==> config.mk <==
export PLATFORM = sky130hd
export DESIGN_NAME = wb_mem_arbiter
export DESIGN_NICKNAME = d
export VERILOG_FILES = /design/src/rtl/wb_arb_pkg.sv /design/src/rtl/wb_range_check.sv /design/src/rtl/wb_mem_arbiter.sv
export SDC_FILE = /design/constraint.sdc
export NUM_CORES = 1
export LEC_CHECK = 0
export BUFFER_PORTS_ARGS = -buffer_cell sky130_fd_sc_hd__buf_2
export CAP_MARGIN = 30
export CORE_AREA = 2 2 125 127
export CTS_CLUSTER_DIAMETER = 30
export CTS_CLUSTER_SIZE = 8
export DETAILED_ROUTE_END_ITERATION = 7
export DIE_AREA = 0 0 127 129
export PLACE_DENSITY_LB_ADDON = 0.05
export SYNTH_ARGS = -nofsm -noshare
export SYNTH_HDL_FRONTEND = slang
export SYNTH_SLANG_ARGS = --single-unit
==> constraint.sdc <==
create_clock -name wb_clk_i -period 1.97 [get_ports wb_clk_i]
set_clock_uncertainty 0.1 [all_clocks]
set_input_delay 0.0985 -clock wb_clk_i [delete_from_list [all_inputs] [get_ports wb_clk_i]]
set_output_delay 0.0985 -clock wb_clk_i [all_outputs]
set_load 0.01 [all_outputs]
==> src/rtl/wb_arb_pkg.sv <==
// Shared types and constants for the two-master Wishbone memory arbiter.
package wb_arb_pkg;

    typedef enum logic [2:0] {
        IDLE    = 3'd0,
        WAIT_M0 = 3'd1,
        WAIT_M1 = 3'd2,
        ERR_M0  = 3'd3,
        ERR_M1  = 3'd4
    } arb_state_e;

    localparam int M_INST = 0;
    localparam int M_DATA = 1;

    localparam logic [31:0] DEF_ADR_BEGIN = 32'h0000_0000;
    localparam logic [31:0] DEF_ADR_END   = 32'h0000_7FFF;

endpackage

==> src/rtl/wb_range_check.sv <==
// Combinational inclusive address window test used to decide whether a grant reaches the slave.
module wb_range_check (
    input  logic [31:0] adr,
    input  logic [31:0] adr_begin,
    input  logic [31:0] adr_end,
    output logic        hit
);

    assign hit = (adr >= adr_begin) && (adr <= adr_end);

endmodule

==> src/rtl/wb_mem_arbiter.sv <==
// Instruction/data master to single-slave pipelined Wishbone arbiter, one transfer outstanding.
// Define WB_ARB_RR_EN for round-robin tie breaking; the default build gives the data master priority.
module wb_mem_arbiter
    import wb_arb_pkg::*;
#(
    parameter logic [31:0] ADR_BEGIN = DEF_ADR_BEGIN,
    parameter logic [31:0] ADR_END   = DEF_ADR_END
) (
    input  logic        wb_clk_i,
    input  logic        wb_rst_i,

    input  logic        m0_cyc_i,
    input  logic        m0_stb_i,
    input  logic        m0_we_i,
    input  logic [31:0] m0_adr_i,
    input  logic [31:0] m0_dat_i,
    input  logic [3:0]  m0_sel_i,
    output logic        m0_stall_o,
    output logic        m0_ack_o,
    output logic        m0_err_o,
    output logic [31:0] m0_dat_o,

    input  logic        m1_cyc_i,
    input  logic        m1_stb_i,
    input  logic        m1_we_i,
    input  logic [31:0] m1_adr_i,
    input  logic [31:0] m1_dat_i,
    input  logic [3:0]  m1_sel_i,
    output logic        m1_stall_o,
    output logic        m1_ack_o,
    output logic        m1_err_o,
    output logic [31:0] m1_dat_o,

    output logic        s_cyc_o,
    output logic        s_stb_o,
    output logic        s_we_o,
    output logic [31:0] s_adr_o,
    output logic [31:0] s_dat_o,
    output logic [3:0]  s_sel_o,
    input  logic        s_stall_i,
    input  logic        s_ack_i,
    input  logic        s_err_i,
    input  logic [31:0] s_dat_i
);

    arb_state_e  state_q, state_d;
    logic        hold_q, hold_d;
    logic        hold_idx_q, hold_idx_d;
`ifdef WB_ARB_RR_EN
    logic        last_q, last_d;
`endif

    logic [1:0]  req;
    logic        grant;
    logic        owner;
    logic        owner_cyc;
    logic        hit;
    logic        g_we;
    logic [31:0] g_adr;
    logic [31:0] g_dat;
    logic [3:0]  g_sel;

    logic [1:0]  stall_c, ack_c, err_c;
    logic        s_cyc_c, s_stb_c, s_we_c;
    logic [31:0] s_adr_c, s_dat_c;
    logic [3:0]  s_sel_c;

    assign req[M_INST] = m0_cyc_i & m0_stb_i;
    assign req[M_DATA] = m1_cyc_i & m1_stb_i;

    assign g_we  = grant ? m1_we_i  : m0_we_i;
    assign g_adr = grant ? m1_adr_i : m0_adr_i;
    assign g_dat = grant ? m1_dat_i : m0_dat_i;
    assign g_sel = grant ? m1_sel_i : m0_sel_i;

    assign owner     = (state_q == WAIT_M1);
    assign owner_cyc = owner ? m1_cyc_i : m0_cyc_i;

    wb_range_check u_range (
        .adr       (g_adr),
        .adr_begin (ADR_BEGIN),
        .adr_end   (ADR_END),
        .hit       (hit)
    );

    // A stalled grant keeps ownership so the slave sees a stable request until it is taken.
    always_comb begin
        grant = req[M_DATA];
        if (hold_q && req[hold_idx_q]) begin
            grant = hold_idx_q;
        end else if (&req) begin
`ifdef WB_ARB_RR_EN
            grant = ~last_q;
`else
            grant = 1'b1;
`endif
        end
    end

    always_comb begin
        state_d    = state_q;
        hold_d     = 1'b0;
        hold_idx_d = hold_idx_q;
`ifdef WB_ARB_RR_EN
        last_d     = last_q;
`endif
        stall_c = 2'b00;
        ack_c   = 2'b00;
        err_c   = 2'b00;
        s_cyc_c = 1'b0;
        s_stb_c = 1'b0;
        s_we_c  = 1'b0;
        s_adr_c = '0;
        s_dat_c = '0;
        s_sel_c = '0;
        case (state_q)
            IDLE: begin
                if (|req) begin
                    stall_c[~grant] = 1'b1;
                    if (hit) begin
                        s_cyc_c = 1'b1;
                        s_stb_c = 1'b1;
                        s_we_c  = g_we;
                        s_adr_c = g_adr;
                        s_dat_c = g_dat;
                        s_sel_c = g_sel;
                        stall_c[grant] = s_stall_i;
                        if (s_stall_i) begin
                            hold_d     = 1'b1;
                            hold_idx_d = grant;
                        end else begin
                            state_d = grant ? WAIT_M1 : WAIT_M0;
`ifdef WB_ARB_RR_EN
                            last_d  = grant;
`endif
                        end
                    end else begin
                        // Out-of-window requests are swallowed here and answered with an error.
                        state_d = grant ? ERR_M1 : ERR_M0;
`ifdef WB_ARB_RR_EN
                        last_d  = grant;
`endif
                    end
                end
            end
            WAIT_M0, WAIT_M1: begin
                stall_c = 2'b11;
                s_cyc_c = owner_cyc;
                if (!owner_cyc) begin
                    state_d = IDLE;
                end else begin
                    ack_c[owner] = s_ack_i;
                    err_c[owner] = s_err_i;
                    if (s_ack_i || s_err_i) begin
                        state_d = IDLE;
                    end
                end
            end
            ERR_M0: begin
                stall_c       = 2'b11;
                err_c[M_INST] = 1'b1;
                state_d       = IDLE;
            end
            ERR_M1: begin
                stall_c       = 2'b11;
                err_c[M_DATA] = 1'b1;
                state_d       = IDLE;
            end
            default: state_d = IDLE;
        endcase
    end

    always_ff @(posedge wb_clk_i or posedge wb_rst_i) begin
        if (wb_rst_i) begin
            state_q    <= IDLE;
            hold_q     <= 1'b0;
            hold_idx_q <= 1'b0;
`ifdef WB_ARB_RR_EN
            last_q     <= 1'b1;
`endif
        end else begin
            state_q    <= state_d;
            hold_q     <= hold_d;
            hold_idx_q <= hold_idx_d;
`ifdef WB_ARB_RR_EN
            last_q     <= last_d;
`endif
        end
    end

    // Reset forces every output low without waiting for a clock edge.
    assign m0_stall_o = ~wb_rst_i & stall_c[M_INST];
    assign m0_ack_o   = ~wb_rst_i & ack_c[M_INST];
    assign m0_err_o   = ~wb_rst_i & err_c[M_INST];
    assign m0_dat_o   = (~wb_rst_i & ack_c[M_INST]) ? s_dat_i : '0;
    assign m1_stall_o = ~wb_rst_i & stall_c[M_DATA];
    assign m1_ack_o   = ~wb_rst_i & ack_c[M_DATA];
    assign m1_err_o   = ~wb_rst_i & err_c[M_DATA];
    assign m1_dat_o   = (~wb_rst_i & ack_c[M_DATA]) ? s_dat_i : '0;
    assign s_cyc_o    = ~wb_rst_i & s_cyc_c;
    assign s_stb_o    = ~wb_rst_i & s_stb_c;
    assign s_we_o     = ~wb_rst_i & s_we_c;
    assign s_adr_o    = wb_rst_i ? '0 : s_adr_c;
    assign s_dat_o    = wb_rst_i ? '0 : s_dat_c;
    assign s_sel_o    = wb_rst_i ? '0 : s_sel_c;

endmodule

==> metrics.txt, run 1 <==
row cnt=45; largest net degree at the start of global routing=44; failing checks=setup timing; Mapped Area=1990 um^2; Tot GR Track Use=a little under an eighth; Worst setup EP type=output port; Inst Count DP=805; Main synth FF type=dfrtp_1; power share of the sequential group=12.3%; clk sink count=5; vias per std cell=roughly 4.0; Num CTS Buffers=3; initial core utilization=between 10% and 20%; Hold WS=0.0990 ns; Hold Crit Class=primary input to flip-flop; sw frac=between 30% and 40%; final worst slack=-0.0833 ns; vias in the first global route=~3100; Post-synth ARST share=100%; Critical Path Source Type=flip-flop; Antenna Violating Nets Remaining=0; DRT Wirelength=around 11000 um; 1st-iter DRT viols=59; CP Depth=9; combinational share of power=51.8%; crit path buf inv count=4; first-pass GRT wire length=about 16000 um; Nets=812; commonest cells after routing, fill and taps aside=297 x buf_2, 110 x nand2_1, 64 x and2_1, 47 x a21oi_2, 17 x conb_1; Final Hold Viols=0; total power=about 0.92 mW; die area=around 16000 um^2; run status=finished, violations left; # DRC=0; RSZ-0062 raised after global routing=yes; Max stage delay cell, worst path=dfrtp_1; worst r2r path cells=9; worst-path maximum fanout=8; CP top delay family=buffers and inverters; P_sw=0.317 mW; die span in x=127 um; type of the worst setup path=flip-flop to output port; total gr overflow=0; Post-Synthesis Cells=324; number of max-cap violations=0; Syn Area/Cell=~6.1 um^2; commonest non-fill, non-tap cell in the layout=buf_2; # port buffers=302; number of library cell types mapped by synthesis=36; clock latency at the later pin of the worst-skew pair=0.23 ns; Period minus WS final=a little over 2 ns; layout cells sized above 1=62.3%; Hold Crit Depth=4; Synth-to-Final Area Change=105%; number of synthesized register bits=5; vias=3266; Setup-failing EPs final=54; WP data required=between 1.5 and 2 ns; Post-synth EDFFs=0; internal cell power=0.604 mW; io pins=320; WP data arrival=1.85 ns; core area=approximately 15000 um^2; initial antenna violation count=0; Tcrit/Tclk final=104%; critical path's largest stage delay=0.36 ns; Worst-path clk slew=0.03 ns; deepest clock path buffer count=2; Pre-antenna DRT Iters=4; final core utilization=a little over a quarter; sequential share of the synthesized area=6.29%; Die Ht=129 um; P per Cell Area=approximately 230 nW/um^2; Routed WL per cell=13.7 um; clock power share=35.9%; Final Max Slew Viols=0; H-tree levels=1; Ant. Diodes=0; placer congestion estimate=0.744; warnings from Yosys=0; Final HPWL DP=9110 um; Non-Filler Instances=~820; crit path cell chain=nand4b_1, nand3_2, nor3_2, buf_4, o211ai_4, buf_12, clkbuf_16, a21oi_2, buf_2; Lkg Pwr=2.35 nW; Root Driver=clkbuf_16; Max Fclk=487 MHz; CTS tree=yes; Peak VDD IR=0.000177 V
[final cells by class]
type,instances,area [um^2]
sequential,5,125
tap,188,235
inverter,4,17.5
multi-input combinational,292,1730
fill,1688,10900
timing repair buffer,326,1890
clock buffer,4,78.8
[power by group through the flow]
stage	Combinational (mW)	Clock, mW	Sequential [mW]
4_1_cts	0.469	0.335	0.113
3_3_place_gp	0.461	0	0.114
6_report	0.477	0.331	0.113
5_1_grt	0.535	0.345	0.115
3_5_place_dp	0.465	0	0.114
2_1_floorplan	0.214	0	0.119
[kinds of logic (layout without fill, tap and decap cells)]
logic type,after synthesis,count (layout),synth area share (%)
and+or+nand+nor,205,205,50.3
buffers and inverters,43,334,13.3
adders and majority gates,1,1,0.628
DFF,5,5,6.29
other,1,17,0.188
AOI/OAI and AO/OA,67,67,28.0
muxes,2,2,1.32
[metal layers]
layer  share of wire [%]  GRT usage, %  up-vias  wire length, um
met5                   0             0        -                0
met4                0.30          1.75        0               34
met3                 9.1          2.33        2             1020
met2                  56          25.7      192             6290
met1                  35          11.3     1437             3880
li1                    -             -     1635                -
[cell usage after synthesis, drive strengths merged (2+ instances only)]
library cell    n  share of area, %
nand2         110                21
mux2            2               1.3
nand3b          2              0.75
or3             2              0.63
buf            23               9.5
a21oi          54                23
and2           64                20
nor4            6               1.9
nor2           10               2.0
o21ai           6               1.5
nand3           3               1.0
dfrtp           5               6.3
clkbuf         16               3.0
inv             4              0.75
o211ai          2               1.7
nor3            5               2.1
[what timing repair did]
item	in CTS	in global routing
cloned	0	6
pin swaps	0	6
endpoints found under the hold margin	5	0
resized for setup	3	21
buffers inserted	0	3
hold buffers	1	0
endpoints found under the setup margin	56	82
[worst min-delay path, stage by stage]
cell and delay, ns:
buf_2 0.09, nor3_1 0.06, nand2_1 0.06, a21boi_0 0.06
[state kept, by name (all words and copies together), names as in the netlist]
register / flops
state_q: 3
hold_idx_q: 1
hold_q: 1
[worst paths after layout]
kind	from	to	slack (ns)
max in group asynchronous	wb_rst_i	hold_q	1.23
min in group asynchronous	wb_rst_i	state_q[1]	0.32
setup reg to reg	hold_idx_q	state_q[1]	0.17
hold reg to reg	hold_idx_q	hold_idx_q	0.49
hold / removal	s_ack_i	state_q[1]	0.1
setup / recovery	hold_idx_q	s_dat_o[3]	-0.08
[stage by stage]
step,setup WS (ns),instance area [um^2],setup TNS (ns)
final,-0.0833,4080,-3.70
after global routing,-0.166,4080,-8.29
after CTS,-0.152,3810,-6.01
after detailed placement,0.0804,3720,0
after global placement,0.0897,3720,0
after floorplan,0.190,2050,0
(Power assumes the default switching activity.)
==> run 2: changes to the inputs <==
==> constraint.sdc (replaced) <==
create_clock -name wb_clk_i -period 2.1 [get_ports wb_clk_i]
set_clock_uncertainty 0.1 [all_clocks]
set_input_delay 0.105 -clock wb_clk_i [delete_from_list [all_inputs] [get_ports wb_clk_i]]
set_output_delay 0.105 -clock wb_clk_i [all_outputs]
set_load 0.01 [all_outputs]
==> metrics.txt, run 2 (synthesized netlist as in run 1, its figures left out) <==
worst-path maximum fanout=37; Setup-failing EPs final=0; Final Hold Viols=0; Lkg Pwr=~2.2 nW; Critical Path Source Type=flip-flop; vias in the first global route=around 3000; Period minus WS final=2.04 ns; H-tree levels=1; Tot GR Track Use=11.5%; commonest non-fill, non-tap cell in the layout=buf_2; Non-Filler Instances=809; WP data required=1.89 ns; largest net degree at the start of global routing=57; WP data arrival=1.83 ns; Largest register FFs=3; type of the worst setup path=flip-flop to output port; Final Max Slew Viols=0; vias per std cell=~4.0; leading registers by flop count=state_q: 3 flops, hold_idx_q: 1 flops, hold_q: 1 flops; Routed WL per cell=12.8 um; Max Fclk=about 500 MHz; Nets=approximately 800; Hold WS=0.111 ns; 1st-iter DRT viols=67; Die Ht=129 um; crit path cell chain=nand4b_1, nand3_2, inv_2, nor3_4, o211ai_4, buf_12, a21oi_1, buf_2; total power=approximately 0.85 mW; initial antenna violation count=0; Worst-path clk slew=0.03 ns; Inst Count DP=804; DRT Wirelength=approximately 10000 um; CTS tree=yes; P per Cell Area=224 nW/um^2; Synth-to-Final Area Change=89.7%; final core utilization=25.2%; run status=finished, final reports clean; CP top delay family=simple AND/OR/NAND/NOR gates; Final HPWL DP=8890 um; vias=3200; Num CTS Buffers=3; commonest cells after routing, fill and taps aside=302 x buf_2, 110 x nand2_1, 64 x and2_1, 50 x a21oi_2, 17 x conb_1; Tcrit/Tclk final=97.0%; Ant. Diodes=0; io pins=320; Peak VDD IR=0.000148 V; Antenna Violating Nets Remaining=0; first-pass GRT wire length=15100 um; RSZ-0062 raised after global routing=yes; die span in x=127 um; Hold Crit Class=primary input to flip-flop; Top reg by flops=state_q; Root Driver=clkbuf_16; crit path buf inv count=3; Max stage delay cell, worst path=dfrtp_1; die area=16400 um^2; # port buffers=302; row cnt=45; clk sink count=5; clock latency at the later pin of the worst-skew pair=approximately 0.23 ns; layout cells sized above 1=60.9%; Final TNS setup=0 ns; initial core utilization=between 10% and 20%; # DRC=0; Worst setup EP type=output port; placer congestion estimate=0.755; total gr overflow=0; Pre-antenna DRT Iters=4; critical path's largest stage delay=approximately 0.37 ns; core area=15000 um^2; number of max-cap violations=0; deepest clock path buffer count=2
==> run 2: cell count changes in the layout (fill, tap and decap cells not counted), moves of 2 or more <==
cell | before | now
buf_6 | 7 | 0
a21oi_4 | 5 | 0
buf_2 | 297 | 302
clkbuf_16 | 7 | 3
a21oi_2 | 47 | 50
a21oi_1 | 2 | 4
buf_12 | 4 | 2
buf_16 | 2 | 0
nor2_1 | 7 | 9
==> run 2: timing repair <==
item	in CTS	in global routing
hold buffers	1	0
endpoints found under the setup margin	30	51
hold endpoints to repair	5	0
cloned	0	0
pin swaps	2	1
buffers inserted	0	0
resized for setup	1	5
==> run 2: final timing paths <==
check | startpoint | end | slack (ns) | cells past startpoint
worst max-delay path | hold_idx_q | s_dat_o[31] | 0.06 | 8
worst min-delay path | s_ack_i | state_q[1] | 0.11 | 4
worst max register to register | hold_idx_q | state_q[1] | 0.25 | 9
worst min register to register | hold_idx_q | hold_idx_q | 0.41 | 1
max in group asynchronous | wb_rst_i | state_q[2] | 1.33 | 3
min in group asynchronous | wb_rst_i | hold_idx_q | 0.34 | 3
==> run 2: report_power, final <==
part	total, mW	internal [mW]	leakage (nW)	switching [mW]
Combinational	0.430	0.204	2.13	0.226
Sequential	0.105	0.103	0.0679	0.00240
Clock	0.312	0.251	0.0382	0.0602
==> run 2: routing by layer <==
layer / track usage [%] / vias up / wire length (um)
met4: 2.00 / 0 / 82
met3: 2.49 / 8 / 951
met2: 24.5 / 195 / 5840
met5: 0 / - / 0
met1: 11.3 / 1381 / 3500
li1: - / 1616 / -
==> run 2: layout make-up <==
| cell class | count | area, um^2 |
|---|---|---|
| inverters | 4 | 15.0 |
| repair buffers | 316 | 1640 |
| well taps | 188 | 235 |
| clock buffers | 4 | 78.8 |
| flip-flops and latches | 5 | 125 |
| multi-input cells | 292 | 1680 |
| fillers | 1720 | 11200 |
==> run 2: worst reg2reg max path: cells and delay by family (launching register included) <==
family | cells | cell delay, ns
fa+ha+maj | 1 | 0.27
buf+inv | 2 | 0.26
compound gates | 1 | 0.15
simple gates | 5 | 0.62
flops | 1 | 0.37
==> run 2: through the flow <==
step / instance area, um^2 / setup slack [ns]
6_report: 3780 / 0.0634
5_1_grt: 3780 / -0.0591
2_1_floorplan: 2050 / 0.320
3_5_place_dp: 3670 / 0.144
4_1_cts: 3760 / 0.00414
3_3_place_gp: 3670 / 0.200
